### src/rtl/sokoban_pkg.sv
// ---------------------------------------------------------------------------
// sokoban_pkg
// Definitions shared between the PS/2 front end and the Sokoban game core:
//   - PS/2 set-2 scan codes for W/A/S/D, the arrow keys and the E0/F0 prefixes
//   - one-hot move encodings carried on dirMove
//   - the receiver state type and a scan-code-to-direction lookup
// No ports (package).
// ---------------------------------------------------------------------------
package sokoban_pkg;

    localparam logic [7:0] SC_W     = 8'h1D;
    localparam logic [7:0] SC_A     = 8'h1C;
    localparam logic [7:0] SC_S     = 8'h1B;
    localparam logic [7:0] SC_D     = 8'h23;
    localparam logic [7:0] SC_UP    = 8'h75;
    localparam logic [7:0] SC_DOWN  = 8'h72;
    localparam logic [7:0] SC_LEFT  = 8'h6B;
    localparam logic [7:0] SC_RIGHT = 8'h74;
    localparam logic [7:0] SC_EXT   = 8'hE0;
    localparam logic [7:0] SC_BRK   = 8'hF0;

    localparam logic [3:0] DIR_NONE  = 4'b0000;
    localparam logic [3:0] DIR_UP    = 4'b0001;
    localparam logic [3:0] DIR_DOWN  = 4'b0010;
    localparam logic [3:0] DIR_LEFT  = 4'b0100;
    localparam logic [3:0] DIR_RIGHT = 4'b1000;

    typedef enum logic [1:0] {
        RX_IDLE   = 2'd0,
        RX_DATA   = 2'd1,
        RX_PARITY = 2'd2,
        RX_STOP   = 2'd3
    } rx_state_t;

    // Arrow codes map with or without the E0 prefix (the bare form is the
    // numeric keypad). Letter keys only map when no E0 prefix is pending.
    function automatic logic [3:0] scan_to_dir(input logic [7:0] code,
                                               input logic       ext);
        logic [3:0] dir;
        dir = DIR_NONE;
        case (code)
            SC_UP:    dir = DIR_UP;
            SC_DOWN:  dir = DIR_DOWN;
            SC_LEFT:  dir = DIR_LEFT;
            SC_RIGHT: dir = DIR_RIGHT;
            SC_W:     if (!ext) dir = DIR_UP;
            SC_S:     if (!ext) dir = DIR_DOWN;
            SC_A:     if (!ext) dir = DIR_LEFT;
            SC_D:     if (!ext) dir = DIR_RIGHT;
            default:  dir = DIR_NONE;
        endcase
        return dir;
    endfunction

endpackage

### src/rtl/ps2_rx.sv
// ---------------------------------------------------------------------------
// ps2_rx
// PS/2 device-to-host byte receiver. Synchronises the raw PS/2 lines, detects
// falling edges of ps2_clk and assembles 11-bit frames (start, 8 data LSB
// first, odd parity, stop). A partial frame that stalls for TIMEOUT_CYC clk
// cycles is dropped.
// Ports:
//   clk        in   system/pixel clock
//   reset      in   asynchronous active-low reset
//   ps2_clk    in   raw PS/2 clock (async)
//   ps2_data   in   raw PS/2 data (async)
//   key_code   out  last parity-good byte
//   key_strobe out  1-cycle pulse when key_code updates
//   frame_err  out  1-cycle pulse on parity/stop error or timeout
//
// state     | meaning
// ----------+-----------------------------------------------------------
// RX_IDLE   | waiting for a start bit (data low on a ps2_clk fall)
// RX_DATA   | shifting in the 8 data bits, LSB first
// RX_PARITY | capturing the parity bit and checking odd parity
// RX_STOP   | checking the stop bit, then publishing the byte or an error
// ---------------------------------------------------------------------------
module ps2_rx
    import sokoban_pkg::*;
#(
    parameter int TIMEOUT_CYC = 50000
) (
    input  logic       clk,
    input  logic       reset,
    input  logic       ps2_clk,
    input  logic       ps2_data,
    output logic [7:0] key_code,
    output logic       key_strobe,
    output logic       frame_err
);

    localparam int TW = $clog2(TIMEOUT_CYC + 1);

    // [1:0] is the two-flop synchroniser, [2] the previous synchronised value
    logic [2:0]    clk_sync;
    logic [1:0]    data_sync;
    logic          ps2_fall;
    logic          data_s;

    rx_state_t     state, state_nxt;
    logic [2:0]    bitcnt, bitcnt_nxt;
    logic [7:0]    shreg, shreg_nxt;
    logic          par_ok, par_ok_nxt;
    logic [TW-1:0] tmo_cnt, tmo_nxt;
    logic [7:0]    code_nxt;
    logic          strobe_nxt, err_nxt;

    always_ff @(posedge clk or negedge reset) begin
        if (!reset) begin
            clk_sync  <= 3'b111;
            data_sync <= 2'b11;
        end else begin
            clk_sync  <= {clk_sync[1:0], ps2_clk};
            data_sync <= {data_sync[0], ps2_data};
        end
    end

    assign ps2_fall = clk_sync[2] & ~clk_sync[1];
    assign data_s   = data_sync[1];

    always_ff @(posedge clk or negedge reset) begin
        if (!reset) begin
            state      <= RX_IDLE;
            bitcnt     <= 3'd0;
            shreg      <= 8'h00;
            par_ok     <= 1'b0;
            tmo_cnt    <= '0;
            key_code   <= 8'h00;
            key_strobe <= 1'b0;
            frame_err  <= 1'b0;
        end else begin
            state      <= state_nxt;
            bitcnt     <= bitcnt_nxt;
            shreg      <= shreg_nxt;
            par_ok     <= par_ok_nxt;
            tmo_cnt    <= tmo_nxt;
            key_code   <= code_nxt;
            key_strobe <= strobe_nxt;
            frame_err  <= err_nxt;
        end
    end

    always_comb begin
        state_nxt  = state;
        bitcnt_nxt = bitcnt;
        shreg_nxt  = shreg;
        par_ok_nxt = par_ok;
        tmo_nxt    = tmo_cnt;
        code_nxt   = key_code;
        strobe_nxt = 1'b0;
        err_nxt    = 1'b0;

        // Down-counter reloads on every falling edge and parks at zero, so a
        // long stall can never wrap around and hide the timeout.
        if (state != RX_IDLE && !ps2_fall) begin
            if (tmo_cnt == '0) begin
                state_nxt = RX_IDLE;
                err_nxt   = 1'b1;
            end else begin
                tmo_nxt = tmo_cnt - 1'b1;
            end
        end

        if (ps2_fall) begin
            tmo_nxt = TW'(TIMEOUT_CYC - 1);
            case (state)
                RX_IDLE: begin
                    if (!data_s) begin
                        state_nxt  = RX_DATA;
                        bitcnt_nxt = 3'd0;
                    end
                end
                RX_DATA: begin
                    shreg_nxt  = {data_s, shreg[7:1]};
                    bitcnt_nxt = bitcnt + 3'd1;
                    if (bitcnt == 3'd7) state_nxt = RX_PARITY;
                end
                RX_PARITY: begin
                    par_ok_nxt = ^{shreg, data_s};
                    state_nxt  = RX_STOP;
                end
                RX_STOP: begin
                    if (data_s && par_ok) begin
                        code_nxt   = shreg;
                        strobe_nxt = 1'b1;
                    end else begin
                        err_nxt = 1'b1;
                    end
                    state_nxt = RX_IDLE;
                end
                default: state_nxt = RX_IDLE;
            endcase
        end
    end

endmodule

### src/rtl/ps2_dir_decoder.sv
// ---------------------------------------------------------------------------
// ps2_dir_decoder
// PS/2 keyboard front end for the Sokoban game core. Receives scan bytes,
// tracks E0/F0 prefixes, turns W/A/S/D and arrow make codes into a one-hot
// move request on dirMove, and clears that request on the first vs rising
// edge after it is raised (the game core samples dirMove on posedge vs).
// Ports:
//   clk        in   pixel clock, shared with the game core
//   reset      in   asynchronous active-low reset
//   ps2_clk    in   raw PS/2 clock (async)
//   ps2_data   in   raw PS/2 data (async)
//   vs         in   VGA frame sync (async, synchronised here)
//   dirMove    out  one-hot move request, 0000 when none pending
//   key_code   out  last parity-good scan byte
//   key_strobe out  1-cycle pulse when key_code updates
//   frame_err  out  1-cycle pulse on parity/stop error or timeout
// ---------------------------------------------------------------------------
module ps2_dir_decoder
    import sokoban_pkg::*;
#(
    parameter int TIMEOUT_CYC = 50000
) (
    input  logic       clk,
    input  logic       reset,
    input  logic       ps2_clk,
    input  logic       ps2_data,
    input  logic       vs,
    output logic [3:0] dirMove,
    output logic [7:0] key_code,
    output logic       key_strobe,
    output logic       frame_err
);

    logic [2:0] vs_sync;
    logic       vs_rise;

    logic       e0_seen, e0_nxt;
    logic       f0_seen, f0_nxt;
    logic [3:0] held_dir, held_nxt;
    logic [3:0] dir_nxt;
    logic [3:0] mapped;

    ps2_rx #(
        .TIMEOUT_CYC (TIMEOUT_CYC)
    ) u_rx (
        .clk        (clk),
        .reset      (reset),
        .ps2_clk    (ps2_clk),
        .ps2_data   (ps2_data),
        .key_code   (key_code),
        .key_strobe (key_strobe),
        .frame_err  (frame_err)
    );

    always_ff @(posedge clk or negedge reset) begin
        if (!reset) begin
            vs_sync <= 3'b000;
        end else begin
            vs_sync <= {vs_sync[1:0], vs};
        end
    end

    assign vs_rise = vs_sync[1] & ~vs_sync[2];

    always_ff @(posedge clk or negedge reset) begin
        if (!reset) begin
            e0_seen  <= 1'b0;
            f0_seen  <= 1'b0;
            held_dir <= DIR_NONE;
            dirMove  <= DIR_NONE;
        end else begin
            e0_seen  <= e0_nxt;
            f0_seen  <= f0_nxt;
            held_dir <= held_nxt;
            dirMove  <= dir_nxt;
        end
    end

    // held_dir remembers the key currently down so typematic repeats do not
    // generate extra moves; dirMove is the one-shot request to the core.
    // A make arriving in the same cycle as the vs clear takes priority.
    always_comb begin
        e0_nxt   = e0_seen;
        f0_nxt   = f0_seen;
        held_nxt = held_dir;
        dir_nxt  = dirMove;
        mapped   = DIR_NONE;

        if (vs_rise) dir_nxt = DIR_NONE;

        if (key_strobe) begin
            if (key_code == SC_EXT) begin
                e0_nxt = 1'b1;
            end else if (key_code == SC_BRK) begin
                f0_nxt = 1'b1;
            end else begin
                mapped = scan_to_dir(key_code, e0_seen);
                e0_nxt = 1'b0;
                f0_nxt = 1'b0;
                if (mapped != DIR_NONE) begin
                    if (f0_seen) begin
                        if (held_dir == mapped) held_nxt = DIR_NONE;
                    end else if (held_dir != mapped) begin
                        held_nxt = mapped;
                        dir_nxt  = mapped;
                    end
                end
            end
        end
    end

endmodule

### config.mk
export PLATFORM = sky130hd
export DESIGN_NAME = ps2_dir_decoder
export DESIGN_NICKNAME = d
export VERILOG_FILES = /design/src/rtl/sokoban_pkg.sv /design/src/rtl/ps2_rx.sv /design/src/rtl/ps2_dir_decoder.sv
export SDC_FILE = /design/constraint.sdc
export NUM_CORES = 1
export LEC_CHECK = 0
export CAP_MARGIN = 25
export CORE_UTILIZATION = 58
export DETAILED_ROUTE_END_ITERATION = 7
export PLACE_DENSITY = 0.78
export SLEW_MARGIN = 30
export SYNTH_ARGS = -nofsm -noshare
export SYNTH_HDL_FRONTEND = slang
export SYNTH_HIERARCHICAL = 1
export SYNTH_SLANG_ARGS = --single-unit
### constraint.sdc
create_clock -name clk -period 2.5 [get_ports clk]
set_input_delay 0.625 -clock clk [delete_from_list [all_inputs] [get_ports clk]]
set_output_delay 0.625 -clock clk [all_outputs]
set_load 0.1 [all_outputs]
After elaboration in Yosys (flattened, before gate mapping)
Index checks and enable logic that the tools add are counted.

storage, ports and cells
  flip-flop bits (word level) = 58
  word-level logic and storage cells = 102

operators by class
  $add $sub $neg = 2
  eq/ne operators = 20
  mux-type cells = 40
  bitwise operators = 6
  reduce and logical (&&, ||, !) cells = 19

operator list
  operator                                                number
  two-way mux 4 bit                                       14
  two-way mux 16 bit                                      3
  equality test 8 x 7 -> 1 bit (second input constant)    4
  one-hot mux 4 bit (8 select lines)                      1
  equality test 8 x 5 -> 1 bit (second input constant)    3
  equality test 8 bit (second input constant)             2
  zero test 16 bit                                        1
  subtractor 16 x 1 -> 16 bit (second input constant)     1
  two-way mux 1 bit                                       12
  two-way mux 2 bit                                       6
  AND reduction 2 bit                                     5
  parity 9 bit                                            1
  equality test 8 x 6 -> 1 bit (second input constant)    1
  one-hot mux 2 bit (4 select lines)                      1
  nonzero test 2 bit                                      4
  two-way mux 3 bit                                       2
  one-hot mux 3 bit (2 select lines)                      1
  AND reduction 3 bit                                     2
  AND reduction 6 bit                                     1
  equality test 2 bit (second input constant)             2
  equality test 4 bit                                     1
  inequality test 2 x 1 -> 1 bit (second input constant)  2
  inequality test 2 bit (second input constant)           2
  inequality test 4 bit                                   1
  other kinds (9)                                         14

Depth between registers and ports, before layout
Gate-level depths: netlist of the first run.

  depth after elaboration = 12
  mapped depth = 9
  depth with buffers taken out = 7

By module
The synthesis of the first run kept the hierarchy.

modules (own cells, without submodules)
  module           instances  cells each  area each (sq um)
  ps2_rx           1          185         2123.3
  ps2_dir_decoder  1          76          778.2

Worst setup path before layout of the first run
OpenSTA, ideal clock, no wires.

  path kind = register to register
  start = register u_rx.key_code[3]
  end = register dirMove[0]
  library setup time = 0.137 ns
  data arrival time = 2.417 ns
  required time = 2.363 ns
  path slack = -0.053 ns
  cell stages (with the launch flop) = 10
  path buffers = 2
  clock period less this slack = 2.553 ns
  cell sequence = dfrtp_1 > nor4b_4 > and2_4 > o21ai_2 > xor2_1 > nand4bb_1 > buf_6 > and3_4 > buf_6 > mux2i_1

on the way
  longest elaborated chain between the ends = 12
  elaborated cells on any way between the ends = 22

ends and longest elaborated chain
  item                                                  RTL line                text
  start: declaration                                    ps2_rx.sv:32            output logic [7:0] key_code,
  start signal: assignment                              ps2_rx.sv:82            key_code <= code_nxt;
  equality test 8 x 6 -> 1 bit (tied with other cells)  sokoban_pkg.sv:41       case (code)
  one-hot mux 4 bit (8 select lines)                    sokoban_pkg.sv:41
  two-way mux 4 bit                                     ps2_dir_decoder.sv:94   end else if (key_code == SC_BRK) begin
  two-way mux 4 bit                                     ps2_dir_decoder.sv:92   if (key_code == SC_EXT) begin
  two-way mux 4 bit                                     ps2_dir_decoder.sv:91   if (key_strobe) begin
  inequality test 4 bit                                 ps2_dir_decoder.sv:103  end else if (held_dir != mapped) begin
  two-way mux 4 bit                                     ps2_dir_decoder.sv:103
  two-way mux 4 bit                                     ps2_dir_decoder.sv:101  if (f0_seen) begin
  two-way mux 4 bit                                     ps2_dir_decoder.sv:100  if (mapped != DIR_NONE) begin
  two-way mux 4 bit                                     ps2_dir_decoder.sv:94
  two-way mux 4 bit *                                   ps2_dir_decoder.sv:92
  two-way mux 4 bit *                                   ps2_dir_decoder.sv:91
  named net dir_nxt[0]                                  ps2_dir_decoder.sv:40   logic [3:0] dir_nxt;
  end signal: assignment                                ps2_dir_decoder.sv:75   dirMove <= dir_nxt;
  end: declaration                                      ps2_dir_decoder.sv:28   output logic [3:0] dirMove,

The timed path passes the listed nets; every way through them passes the cells marked *. The select of a mux whose other input is x is not followed.
A chain may end at the register's enable or synchronous reset.

Worst setup path after layout of the first run
  start = register u_rx.key_code[2]
  end = register held_dir[2]

on the way
  longest elaborated chain between the ends = 8
  elaborated cells on any way between the ends = 24

ends and longest elaborated chain
  item                                                                                   RTL line                                        text
  equality test 8 x 6 -> 1 bit (tied with other cells)                                   sokoban_pkg.sv:41
  one-hot mux 4 bit (8 select lines)                                                     sokoban_pkg.sv:41
  two-way mux 4 bit                                                                      ps2_dir_decoder.sv:94
  two-way mux 4 bit                                                                      ps2_dir_decoder.sv:92
  two-way mux 4 bit                                                                      ps2_dir_decoder.sv:91
  equality test 4 bit / inequality test 4 bit (equally long branches)                    ps2_dir_decoder.sv:102, ps2_dir_decoder.sv:103
  inequality test 2 x 1 -> 1 bit (no line) / nonzero test 2 bit (equally long branches)  n/a
  AND reduction 6 bit (no line)                                                          n/a
  end signal: assignment                                                                 ps2_dir_decoder.sv:74                           held_dir <= held_nxt;
  end: declaration                                                                       ps2_dir_decoder.sv:39                           logic [3:0] held_dir, held_nxt;

Several ways; a longest one is shown, not always the timed one. The select of a mux whose other input is x is not followed.

==> load_flow_metrics.sql, run 1 <==
INSERT INTO impl_metrics (metric_group, metric, value, unit) VALUES
('logic_synthesis', 'yosys_register_bits', '58', ''),
('grt', 'first_global_vias', '1821', ''),
('clock_tree', 'numCtsBuffers', '9', ''),
('clock_tree', 'cts_htree_levels', '3', ''),
('sta', 'setup_viol_count_final', '0', ''),
('logic_synthesis', 'yosys-top-cells-area', 'sky130_fd_sc_hd__dfrtp_1 (46%), sky130_fd_sc_hd__mux2_2 (6.6%), sky130_fd_sc_hd__dfstp_2 (4.5%)', ''),
('floorplanning', 'die_height', '72.73', 'µm'),
('placed_design', 'detailed_place.area', '3129', 'µm²'),
('grt', 'grt_pass1_wl', '8.542', 'mm'),
('clock_tree', 'ctsHoldBuffers', '0', ''),
('logic_synthesis', 'combinational_family_with_the_most_area_after_synthesis', 'simple AND/OR/NAND/NOR gates', ''),
('clock_tree', 'cts_tree', 'yes', ''),
('logic_synthesis', 'netlist-cell-type-count', '60', ''),
('logic_synthesis', 'synth_simple_gate_area_share', '19.10', '%'),
('layout', 'number_of_nets_in_the_finished_design', '295', ''),
('sta', 'hold_viol_final', '0', ''),
('critical_path', 'cp_max_fo', '5', ''),
('logic_synthesis', 'synthAdderAreaFrac', '1.294', '%'),
('logic_synthesis', 'avgSynthCellArea', '11.12', 'µm²'),
('power', 'sequential_share_of_power', '47.0', '%'),
('critical_path', 'critical_path_type', 'reg -> reg', ''),
('floorplanning', 'die_area', '5290', 'µm²'),
('power', 'powerDensity', '796.5', 'nW/µm²'),
('sta', 'maxSlewViolCount', '0', ''),
('logic_synthesis', 'ys_dominant_reg_cell', 'sky130_fd_sc_hd__dfrtp_1', ''),
('min_path', 'hold_class', 'in -> async', ''),
('power', 'clockPowerShare', '29.5', '%'),
('status', 'outcome', 'complete, no violations', ''),
('floorplanning', 'top_level_ports', '19', ''),
('logic_synthesis', 'syn-instance-count', '261', ''),
('routing', 'routed-via-count', '2026', ''),
('sta', 'worstMarginPinSlew', '547.8', 'ps'),
('placed_design', 'dpl_worst_slack', '393.4', 'ps'),
('logic_synthesis', 'post-synth-top-area-cell', 'sky130_fd_sc_hd__dfrtp_1', ''),
('clock_tree', 'clkTransAtPathRegs', '60', 'ps'),
('sta', 'slew_headroom', '63.48', '%'),
('run', 'drv.max_cap_violation_count', '0', ''),
('sta', 'max_clock_freq', '462.9', 'MHz'),
('routing', 'avgRoutedWirePerCell', '14.11', 'µm'),
('grt', 'grtUsageMet2', '31.88', '%'),
('grt', 'grt_usage', '21.98', '%'),
('power', 'share_of_total_power_in_combinational_logic', '23.4', '%'),
('clock_tree', 'cts.repair.resized', '0', ''),
('routing', 'drt_pre_antenna_iters', '6', ''),
('placed_design', 'place.gp.congestion', '0.8616', ''),
('floorplanning', 'start_util', '61.03', '%'),
('layout', 'antenna-diode-count', '0', ''),
('sta', 'min_period', '2160', 'ps'),
('routing', 'detail-route-antenna-nets', '0', ''),
('logic_synthesis', 'async_flop_share', '100.0', '%'),
('power', 'internal-power', '1.858', 'mW'),
('sta', 'grt_setup_unrepaired', 'no', ''),
('critical_path', 'reg2reg_depth', '7', ''),
('critical_path', 'worstSetupEndpointType', 'flop', ''),
('routing', 'wl', '5.067', 'mm'),
('grt', 'grt_util_met3', '4.558', '%'),
('power', 'vdd.ir_drop.worst', '0.7482', 'mV'),
('logic_synthesis', 'synthMuxAreaShare', '10.22', '%'),
('grt', 'grt_antenna_before_repair', '0', ''),
('logic_synthesis', 'synthesis.yosys.warnings', '6', ''),
('sta', 'period_share', '86.42', '%'),
('sta', 'timing.clock.skew', '7.394', 'ps'),
('clock_tree', 'clock_sinks', '58', ''),
('floorplanning', 'core', '4755', 'µm²'),
('critical_path', 'worst_setup_path_startpoint', 'u_rx/key_code[2]$_DFFE_PN0P_', ''),
('power', 'sw_ratio', '29.55', '%'),
('critical_path', 'startpoint_type', 'flop', ''),
('grt', 'grt_start_max_net_pins', '37', ''),
('clock_tree', 'cts.root.buffer_cell', 'sky130_fd_sc_hd__clkbuf_8', ''),
('logic_synthesis', 'synth-compound-area-share', '11.21', '%'),
('logic_synthesis', 'synth.top_cell.area_share', '45.71', '%');
==> logic make-up after synthesis <==
group                      count (synthesis)
DFF                                       58
muxes                                     27
adders and majority gates                  3
AOI/OAI and AO/OA                         44
xor gates and xnor gates                  17
buffers and inverters                     16
and+or+nand+nor                           96
==> registers in the layout, summed over array words and instances, names as in the netlist <==
signal and cells:
f0_seen 1, u_rx/data_sync 2, held_dir 4, u_rx/bitcnt 3, e0_seen 1, u_rx/par_ok 1, u_rx/key_code 8, u_rx/frame_err 1
vs_sync 3, u_rx/shreg 8, dirMove 4, u_rx/clk_sync 3, u_rx/tmo_cnt 16, u_rx/key_strobe 1, u_rx/state 2
==> layer usage <==
metal / routed length, µm / up-vias
li1: - / 987
met1: 2468 / 986
met2: 2287 / 42
met3: 181 / 11
met4: 129 / 0
met5: 0 / -
==> through the flow <==
step                hold slack (ps)  utilization [%]  cells  power [mW]
floorplan                     329.4                -    261       1.726
global route                  312.0            69.66    359       2.779
CTS                           267.2            69.66    359       2.672
detailed placement            338.9            65.82    343       1.876
finish                        266.6            69.66    359       2.638
global placement              334.6            65.82    343       1.844
==> critical path, stage by stage (launching register included) <==
cell	delay [ps]
sky130_fd_sc_hd__dfrtp_1	420
sky130_fd_sc_hd__nand2b_1	190
sky130_fd_sc_hd__nor4_1	320
sky130_fd_sc_hd__o21bai_2	170
sky130_fd_sc_hd__xnor2_1	150
sky130_fd_sc_hd__nand4bb_1	350
sky130_fd_sc_hd__a21o_2	320
sky130_fd_sc_hd__o2bb2ai_1	120
==> worst paths after layout <==
path / endpoint / slack (ps)
max: held_dir[2]$_DFFE_PN0P_ / 340
min: u_rx/tmo_cnt[2]$_DFFE_PN0P_ / 270
max reg2reg: held_dir[2]$_DFFE_PN0P_ / 340
min reg2reg: vs_sync[1]$_DFF_PN0_ / 350
max in group asynchronous: u_rx/key_code[5]$_DFFE_PN0P_ / 1640
min in group clk: vs_sync[1]$_DFF_PN0_ / 350
==> layout by cell type, fill, tap and decap left out, drive strengths merged, types with 3 or more instances in the layout <==
| master | synthesis | layout |
|---|---|---|
| a21oi | 9 | 9 |
| and3 | 4 | 4 |
| buf | 5 | 20 |
| clkbuf | 3 | 14 |
| clkdlybuf4s50 | 0 | 3 |
| dfrtp | 53 | 53 |
| dfstp | 5 | 5 |
| ha | 3 | 3 |
| inv | 8 | 8 |
| mux2 | 18 | 18 |
| mux2i | 9 | 9 |
| nand2 | 24 | 24 |
| nand2b | 6 | 6 |
| nand3 | 6 | 6 |
| nand4bb | 4 | 4 |
| nor2 | 27 | 27 |
| nor3 | 9 | 9 |
| nor4 | 4 | 4 |
| o211ai | 3 | 3 |
| o21ai | 9 | 9 |
| o2bb2ai | 3 | 3 |
| o311ai | 3 | 3 |
| xnor2 | 12 | 12 |
| xor2 | 5 | 5 |
==> final cells by class <==
class / instances / area [µm²]
Clock buffer: 14 / 172.7
Fill cell: 389 / 1443
Tap cell: 67 / 83.83
Inverter: 8 / 30.03
Multi-Input combinational cell: 187 / 1363
Timing Repair Buffer: 23 / 190.2
Clock inverter: 2 / 10.01
Sequential cell: 58 / 1463
==> power by group through the flow <==
stage | registers [mW] | clock network (mW) | logic [mW]
final | 1.24 | 0.779 | 0.618
after global routing | 1.26 | 0.842 | 0.673
after CTS | 1.24 | 0.811 | 0.622
after detailed placement | 1.26 | 0 | 0.619
after global placement | 1.25 | 0 | 0.595
after floorplan | 1.21 | 0 | 0.512
Note: power is estimated with default switching activity, not from simulation.
==> run 2: changes to the inputs <==
CORE_MARGIN = 2   (was default)
==> run 2 against run 1 <==
Compared with the run above: setup slack got worse by 40 ps; via count about the same; combinational power about the same; count of clock-buffer cells in the layout decreased by 3; maximum frequency decreased by 1.8%; first-iteration DRC count decreased by 34%; sequential share of layout area decreased by 0.51 points; sequential cell count unchanged; total power increased by 6.4%; critical path depth unchanged; clock power increased by 21%; cell area increased by 1.2%; critical endpoint is now held_dir[0]$_DFFE_PN0P_; largest power group unchanged.
==> load_flow_metrics.sql, run 2 (synthesis gave the netlist of run 1 again) <==
INSERT INTO impl_metrics (metric_group, metric, value, unit) VALUES
('floorplanning', 'start_util', '60.63', '%'),
('clock_tree', 'numCtsBuffers', '9', ''),
('critical_path', 'worst-endpoint-arrival', '2420', 'ps'),
('sta', 'setup_viol_count_final', '0', ''),
('clock_tree', 'cts.repair.resized', '0', ''),
('floorplanning', 'chipWidth', '74.73', 'µm'),
('floorplanning', 'top_level_ports', '19', ''),
('layout', 'antenna-diode-count', '0', ''),
('floorplanning', 'placementRows', '25', ''),
('layout', 'area_delta_synth_final', '15.48', '%'),
('run', 'drv.max_cap_violation_count', '0', ''),
('layout', 'regs_by_ff_count', 'u_rx/tmo_cnt x16, u_rx/key_code x8, u_rx/shreg x8', ''),
('sta', 'min_period', '2200', 'ps'),
('power', 'p_leak', '1.443', 'nW'),
('routing', 'avgRoutedWirePerCell', '14.66', 'µm'),
('clock_tree', 'cts.root.buffer_cell', 'sky130_fd_sc_hd__clkbuf_8', ''),
('critical_path', 'startpoint_type', 'flop', ''),
('power', 'powerDensity', '837.5', 'nW/µm²'),
('layout', 'top_register', 'u_rx/tmo_cnt', ''),
('placed_design', 'place.gp.congestion', '0.8229', ''),
('power', 'vdd.ir_drop.worst', '0.5010', 'mV'),
('clock_tree', 'clock_latency', '340', 'ps'),
('floorplanning', 'core', '4786', 'µm²'),
('sta', 'setup_slack', '299.7', 'ps'),
('layout', 'max_ffs_per_register', '16', ''),
('sta', 'period_share', '88.01', '%'),
('critical_path', 'worstPathRequired', '2720', 'ps'),
('sta', 'maxSlewViolCount', '0', ''),
('placed_design', 'place.port_buffers', '18', ''),
('placed_design', 'dpl_worst_slack', '339.9', 'ps'),
('routing', 'detail-route-antenna-nets', '0', ''),
('sta', 'slew_headroom', '71.57', '%'),
('routing', 'routed-via-count', '2025', ''),
('floorplanning', 'die_height', '74.73', 'µm'),
('clock_tree', 'clkTransAtPathRegs', '60', 'ps'),
('grt', 'grt_start_max_net_pins', '31', ''),
('routing', 'drtIter0Drc', '81', ''),
('grt', 'gr-total-overflow', '0', ''),
('clock_tree', 'cts_setup_buffers', '0', ''),
('grt', 'grt_usage', '22.32', '%'),
('status', 'outcome', 'complete, no violations', ''),
('layout', 'number_of_nets_in_the_finished_design', '297', ''),
('sta', 'worstMarginPinSlew', '426.0', 'ps'),
('critical_path', 'worstSetupEndpointType', 'flop', ''),
('sta', 'grt_setup_unrepaired', 'no', ''),
('layout', 'layout.cells.most_common_list', 'sky130_fd_sc_hd__dfrtp_1 (49), sky130_fd_sc_hd__nor2_1 (24), sky130_fd_sc_hd__nand2_1 (23)', ''),
('layout', 'postLayoutCoreUtil', '70.01', '%'),
('routing', 'drt_pre_antenna_iters', '4', ''),
('routing', 'vias_per_cell', '5.609', ''),
('min_path', 'hold_class', 'in -> async', ''),
('clock_tree', 'clock_sinks', '58', ''),
('grt', 'grt_antenna_before_repair', '0', ''),
('critical_path', 'critical_path_type', 'reg -> reg', ''),
('grt', 'grt_pass1_wl', '9.211', 'mm'),
('layout', 'most_frequent_standard_cell_in_the_layout_excluding_fill_and_tap_cells', 'sky130_fd_sc_hd__dfrtp_1', ''),
('clock_tree', 'cts_htree_levels', '3', ''),
('critical_path', 'cp_max_fo', '5', ''),
('placed_design', 'hpwl', '3.826', 'mm'),
('grt', 'first_global_vias', '1957', ''),
('sta', 'timing.clock.skew', '5.089', 'ps'),
('clock_tree', 'ctsHoldBuffers', '0', ''),
('routing', 'detail_route.drc_violations', '0', ''),
('floorplanning', 'die_area', '5585', 'µm²'),
('clock_tree', 'cts_tree', 'yes', ''),
('sta', 'hold_viol_final', '0', ''),
('routing', 'wl', '5.292', 'mm'),
('layout', 'final_layout_size_suffix_gt1_share', '28.23', '%'),
('sta', 'max_clock_freq', '454.5', 'MHz'),
('sta', 'setup_total_negative_slack', '0', 'ps'),
('clock_tree', 'clockBufferDepth', '2', '');
run 2: worst max-delay path: stages, from the launching register on:
cell                        delay, ps
sky130_fd_sc_hd__dfrtp_1          420
sky130_fd_sc_hd__nand2b_1         200
sky130_fd_sc_hd__nor4_1           380
sky130_fd_sc_hd__o21bai_2         170
sky130_fd_sc_hd__xnor2_1          140
sky130_fd_sc_hd__nand4bb_1        330
sky130_fd_sc_hd__a21o_2           320
sky130_fd_sc_hd__o2bb2ai_1        120
run 2: worst paths after layout:
check | from | end | slack (ps) | cells after the start
setup / recovery | u_rx/key_code[2]$_DFFE_PN0P_ | held_dir[0]$_DFFE_PN0P_ | 300 | 7
hold / removal | reset | u_rx/data_sync[0]$_DFF_PN1_ | 250 | 1
setup reg to reg | u_rx/key_code[2]$_DFFE_PN0P_ | held_dir[0]$_DFFE_PN0P_ | 300 | 7
hold reg to reg | vs_sync[0]$_DFF_PN0_ | vs_sync[1]$_DFF_PN0_ | 350 | 0
max in group asynchronous | reset | u_rx/clk_sync[2]$_DFF_PN1_ | 1840 | 2
min in group clk | vs_sync[0]$_DFF_PN0_ | vs_sync[1]$_DFF_PN0_ | 350 | 0
run 2: stage by stage:
stage	area (µm²)	total power [mW]	hold slack, ps	cells
6_report	3351	2.806	249.2	361
5_1_grt	3351	2.970	237.8	361
4_1_cts	3351	2.840	232.2	361
3_5_place_dp	3132	1.881	347.7	345
3_3_place_gp	3132	1.848	334.9	345
2_1_floorplan	2907	1.726	329.4	261
run 2: cell type report:
cell class	count	area [µm²]
fill	369	1435
timing repair buffer	25	192.7
clock buffer	11	141.4
inverter	8	30.03
sequential	58	1463
clock inverter	5	77.57
multi-input combinational	187	1363
tap	67	83.83
run 2: layer usage:
metal | global-route usage [%] | wire length, µm | vias to the layer above | share of wire, %
li1 | - | - | 991 | -
met4 | 7.738 | 22 | 0 | 0.42
met1 | 29.45 | 2501 | 989 | 47
met5 | 0 | 0 | - | 0
met3 | 8.701 | 231 | 4 | 4.4
met2 | 33.92 | 2537 | 41 | 48
run 2: where the power goes:
| part | internal (mW) | leakage, nW | switching (mW) |
|---|---|---|---|
| Sequential | 1.08 | 0.716 | 0.160 |
| Clock | 0.585 | 0.109 | 0.362 |
| Combinational | 0.338 | 0.618 | 0.279 |
